==> src/rtl/imem_arb_pkg.sv <==
// Shared types and default widths for the two-port instruction-memory read arbiter.
package imem_arb_pkg;

  localparam int unsigned AddrWidthDef = 11;
  localparam int unsigned DataWidthDef = 32;

  typedef logic port_id_t;

  localparam port_id_t Port0 = 1'b0;
  localparam port_id_t Port1 = 1'b1;

  function automatic port_id_t other_port(port_id_t p);
    return ~p;
  endfunction

endpackage

==> src/rtl/imem_rsp_buf.sv <==
// One-entry response hold buffer: passes memory data straight through, or keeps it
// stable while the consumer stalls.
module imem_rsp_buf #(
  parameter int unsigned DATA_WIDTH = 32
) (
  input  logic                  clk,
  input  logic                  rst_n,
  input  logic                  inflight_i,
  input  logic                  rsp_ready_i,
  input  logic [DATA_WIDTH-1:0] mem_dout_i,
  output logic                  rsp_valid_o,
  output logic [DATA_WIDTH-1:0] rsp_data_o,
  output logic                  full_o
);

  logic                  full_q, full_d;
  logic [DATA_WIDTH-1:0] data_q, data_d;

  always_comb begin
    full_d = full_q;
    data_d = data_q;
    if (full_q) begin
      if (rsp_ready_i) full_d = 1'b0;
    end else if (inflight_i && !rsp_ready_i) begin
      // Read data is only on mem_dout for one cycle; park it until accepted.
      full_d = 1'b1;
      data_d = mem_dout_i;
    end
  end

  always_ff @(posedge clk or negedge rst_n) begin
    if (!rst_n) begin
      full_q <= 1'b0;
      data_q <= '0;
    end else begin
      full_q <= full_d;
      data_q <= data_d;
    end
  end

  assign rsp_valid_o = full_q | inflight_i;
  assign rsp_data_o  = full_q ? data_q : mem_dout_i;
  assign full_o      = full_q;

endmodule

==> src/rtl/imem_arbiter.sv <==
// Round-robin arbiter sharing one synchronous-read instruction memory between the
// fetch port (0) and the loader/debug port (1).
module imem_arbiter
  import imem_arb_pkg::*;
#(
  parameter int unsigned ADDR_WIDTH = AddrWidthDef,
  parameter int unsigned DATA_WIDTH = DataWidthDef
) (
  input  logic                  clk,
  input  logic                  rst_n,
  input  logic                  req0_valid,
  output logic                  req0_ready,
  input  logic [ADDR_WIDTH-1:0] req0_addr,
  output logic                  rsp0_valid,
  input  logic                  rsp0_ready,
  output logic [DATA_WIDTH-1:0] rsp0_data,
  input  logic                  req1_valid,
  output logic                  req1_ready,
  input  logic [ADDR_WIDTH-1:0] req1_addr,
  output logic                  rsp1_valid,
  input  logic                  rsp1_ready,
  output logic [DATA_WIDTH-1:0] rsp1_data,
  output logic [ADDR_WIDTH-1:0] mem_addr,
  input  logic [DATA_WIDTH-1:0] mem_dout
);

  port_id_t   ptr_q, ptr_d;
  port_id_t   issue_id_q, issue_id_d;
  logic       issue_vld_q, issue_vld_d;
  logic [1:0] full, inflight, elig, gnt;

  assign inflight[0] = issue_vld_q && (issue_id_q == Port0);
  assign inflight[1] = issue_vld_q && (issue_id_q == Port1);

  // A port may take a new read only if its previous response leaves this cycle.
  assign elig[0] = req0_valid && !full[0] && (!inflight[0] || rsp0_ready);
  assign elig[1] = req1_valid && !full[1] && (!inflight[1] || rsp1_ready);

  always_comb begin
    gnt         = 2'b00;
    ptr_d       = ptr_q;
    issue_vld_d = 1'b0;
    issue_id_d  = issue_id_q;
    mem_addr    = '0;
    if (&elig) begin
      gnt = (ptr_q == Port0) ? 2'b01 : 2'b10;
    end else begin
      gnt = elig;
    end
    if (gnt[0]) begin
      mem_addr = req0_addr;
    end else if (gnt[1]) begin
      mem_addr = req1_addr;
    end
    if (|gnt) begin
      ptr_d       = other_port(ptr_q);
      issue_vld_d = 1'b1;
      issue_id_d  = gnt[1] ? Port1 : Port0;
    end
  end

  always_ff @(posedge clk or negedge rst_n) begin
    if (!rst_n) begin
      ptr_q       <= Port0;
      issue_vld_q <= 1'b0;
      issue_id_q  <= Port0;
    end else begin
      ptr_q       <= ptr_d;
      issue_vld_q <= issue_vld_d;
      issue_id_q  <= issue_id_d;
    end
  end

  assign req0_ready = gnt[0];
  assign req1_ready = gnt[1];

  imem_rsp_buf #(
    .DATA_WIDTH(DATA_WIDTH)
  ) u_buf0 (
    .clk        (clk),
    .rst_n      (rst_n),
    .inflight_i (inflight[0]),
    .rsp_ready_i(rsp0_ready),
    .mem_dout_i (mem_dout),
    .rsp_valid_o(rsp0_valid),
    .rsp_data_o (rsp0_data),
    .full_o     (full[0])
  );

  imem_rsp_buf #(
    .DATA_WIDTH(DATA_WIDTH)
  ) u_buf1 (
    .clk        (clk),
    .rst_n      (rst_n),
    .inflight_i (inflight[1]),
    .rsp_ready_i(rsp1_ready),
    .mem_dout_i (mem_dout),
    .rsp_valid_o(rsp1_valid),
    .rsp_data_o (rsp1_data),
    .full_o     (full[1])
  );

endmodule

==> config.mk <==
export PLATFORM = sky130hd
export DESIGN_NAME = imem_arbiter
export DESIGN_NICKNAME = d
export VERILOG_FILES = /design/src/rtl/imem_arb_pkg.sv /design/src/rtl/imem_rsp_buf.sv /design/src/rtl/imem_arbiter.sv
export SDC_FILE = /design/constraint.sdc
export NUM_CORES = 1
export LEC_CHECK = 0
export ABC_CLOCK_PERIOD_IN_PS = 3250
export CAP_MARGIN = 20
export CORE_ASPECT_RATIO = 0.7
export CORE_MARGIN = 10
export CORE_UTILIZATION = 48
export DETAILED_ROUTE_END_ITERATION = 8
export GPL_ROUTABILITY_DRIVEN = 0
export GPL_TIMING_DRIVEN = 0
export PLACE_DENSITY = 0.93
export SYNTH_ARGS = -nofsm -noshare
export SYNTH_HDL_FRONTEND = slang
export SYNTH_SLANG_ARGS = --single-unit
==> constraint.sdc <==
create_clock -name clk -period 3.25 [get_ports clk]
set_input_delay 0.325 -clock clk [delete_from_list [all_inputs] [get_ports clk]]
set_output_delay 0.325 -clock clk [all_outputs]
set_load 0.1 [all_outputs]
==> metrics.md <==
| Metric | Value |
|---|---|
| Row count | `26` |
| Synthesis Warnings | `0` |
| Die footprint | `11,670 sq um` |
| Max-cap violations | `0` |
| Synth Register Bits | `69` |
| Core area | `7385 sq um` |
| Worst hold path type | `primary input to asynchronous set/reset pin` |
| Die Wd | `124.9 um` |
| Proportion of layout cells with a drive suffix above 1 | `33.25%` |
| Synth top area share | `46.70%` |
| Drt initial violations | `144` |
| Detailed placer's ending HPWL | `7557 um` |
| CTS Root Cell | `clkbuf_8` |
| Initial antenna violation count | `0` |
| # setup viols final | `0` |
| CTS tree | `done` |
| Syn Area/Cell | `15.15 sq um` |
| Pre-CTS setup slack | `-89.71 ps` |
| Fraction of registers with async set/reset | `100.0%` |
| Reg2reg path depth | `4` |
| Antenna diodes | `0` |
| Filler cells | `498` |
| Starting Density | `50.07%` |
| Final hold violations | `0` |
| Worst EP required | `2920 ps` |
| Antenna Nets Post-Route | `0` |
| Top Metal Used | `met4` |
| Clock Path Buffers | `2` |
| Nature of the critical path endpoint | `output pin` |
| Cts bufs inserted | `9` |
| Vias in the first global route | `2,845` |
| Via count | `2,590` |
| # DRC | `0` |
| Kind of critical path | `register to output pin` |
| Drt first pass iters | `4` |
| Setup bufs post-CTS | `0` |
| Max Slew Vio Count | `0` |
| Reg area | `1727 sq um` |
| Crit start category | `register` |
| Multi-input gate area | `1832 sq um` |
| Synth Instances | `244` |
| Worst Max-Slew Pin Slew | `1019 ps` |
| Synth Net Count | `304` |
| Achievable Freq | `315.7 MHz` |
| Slew headroom | `31.92%` |
| Gr ovfl total | `0` |
| # IOs | `139` |
| First-pass GRT wire length | `16,040 um` |
| Vias/cell | `5.232` |
| Num Clock Sinks | `69` |
| Port-buffer cells | `138` |
| Synth top cells by count | `dfrtp_1, mux2_2, mux2_1` |
| Post-route non-filler standard cell count | `495` |
| RSZ-0062 raised after global routing | `false` |
| Cell variety after synth | `25` |
| Dpl cells | `480` |
| Largest net degree at the start of global routing | `70` |
| Die height | `93.43 um` |
| Final period utilization | `97.47%` |
| Final worst slack | `82.27 ps` |
| Met1 Wirelength | `4538 um` |
| Area Overhead vs Synth | `45.52%` |
| Status | `finished clean` |
| Global Route Usage Sum | `17.01%` |
| # H-tree levels | `3` |
| Sequential area share after synthesis | `46.70%` |
| WL/cell | `20.41 um` |
| Nets | `453` |
| TNS Setup | `0 ps` |
| Worst-skew pair later-pin latency | `330 ps` |
| Final WL | `10,100 um` |
| Mapped Area | `3697 sq um` |
| Ys flop type | `dfrtp_1` |
| Hold-fix buffers, CTS | `0` |
| WL met2 | `4692 um` |
| EDFF count, synth | `0` |
| Worst Path Arrival | `2840 ps` |
| Area contributors post-synth | `dfrtp_1, mux2_2, mux2_4` |
| Layout Utilization | `72.86%` |
| Crit path max fanout | `10` |
| Dominant cell type by area after synthesis | `dfrtp_1` |
| Worst clock skew | `4.529 ps` |
| Routed wl met3 | `815 um` |
| Min Tclk post-route | `3168 ps` |
| CTS clk-pin slew, worst paths | `80 ps` |
| Most common cell in the synthesized netlist | `dfrtp_1` |
==> cell type report <==
cell class,count,share of cell area (%)
multi-input combinational,158,34.05
inverter,1,0.06977
sequential,69,32.09
buffer,16,2.512
timing repair buffer,138,25.93
clock inverter,5,0.5116
tap,98,2.279
clock buffer,10,2.558
==> cells by family (layout without fill, tap and decap cells) <==
family	Yosys count	count (layout)	share of synthesized area (%)
simple gates	12	12	2.944
mux	128	128	42.03
flops	69	69	46.70
compound gates	17	17	4.332
buf+inv	17	170	3.756
xor+xnor	1	1	0.2369
==> per-stage QoR <==
| step | instance area, sq um | hold WS [ps] |
|---|---|---|
| detailed placement | 5199 | 469.3 |
| CTS | 5350 | 125.6 |
| global route | 5380 | 166.1 |
| global placement | 5201 | 461.0 |
| finish | 5380 | 105.7 |
| floorplan | 3697 | 29.41 |
==> routing by layer <==
metal | vias to the layer above | track usage (%)
li1 | 1200 | -
met1 | 1286 | 21.22
met2 | 98 | 27.15
met3 | 6 | 7.107
met4 | 0 | 3.728
met5 | - | 0
==> placed cells by master, fill, tap and decap left out <==
cell / synthesis / layout
clkdlybuf4s50_1: 0 / 114
dfrtp_1: 69 / 69
mux2_2: 64 / 64
mux2_1: 34 / 34
mux2_4: 30 / 30
dlymetal6s2s_1: 0 / 12
a22o_1: 11 / 11
dlygate4sd2_1: 0 / 11
clkbuf_8: 0 / 10
buf_2: 6 / 6
buf_4: 3 / 4
clkinv_2: 0 / 4
buf_1: 3 / 3
nor2b_1: 3 / 3
buf_12: 3 / 3
nor3b_2: 2 / 2
nand2b_1: 2 / 2
a21o_2: 2 / 2
nand3b_1: 1 / 1
a311oi_2: 1 / 1
or3b_4: 1 / 1
and3b_2: 1 / 1
a211oi_4: 1 / 1
buf_6: 1 / 1
o22ai_1: 1 / 1
inv_1: 1 / 1
nor2_8: 1 / 1
nor2_1: 1 / 1
xor2_1: 1 / 1
a21oi_1: 1 / 1
clkinvlp_4: 0 / 1
==> worst paths after layout <==
kind,start,end,slack (ps)
worst max-delay path,u_buf1.full_o,rsp1_data[14],80
worst min-delay path,rst_n,u_buf0.data_q[25],110
worst max register to register,issue_id_q,u_buf1.data_q[2],1550
worst min register to register,u_buf1.data_q[10],u_buf1.data_q[10],480
max in group asynchronous,rst_n,u_buf1.data_q[4],2590
min in group clk,u_buf1.data_q[10],u_buf1.data_q[10],480
==> critical path: stages (launching register included) <==
cell	delay (ps)
dfrtp_1	320
buf_2	220
buf_1	540
mux2_2	290
clkdlybuf4s50_1	1130
==> state kept, by name, summed over array words and instances (netlist names) <==
signal         flops
u_buf0.data_q     32
ptr_q              1
u_buf1.data_q     32
u_buf1.full_o      1
issue_vld_q        1
issue_id_q         1
u_buf0.full_o      1
==> timing repair <==
action                                  in CTS  in global routing
endpoints found under the setup margin      11                 13
resized for setup                           11                 12
gates cloned                                 0                  0
Power is not shown: default switching activity piles up to over one toggle a cycle in this logic, so the estimate is an artifact.
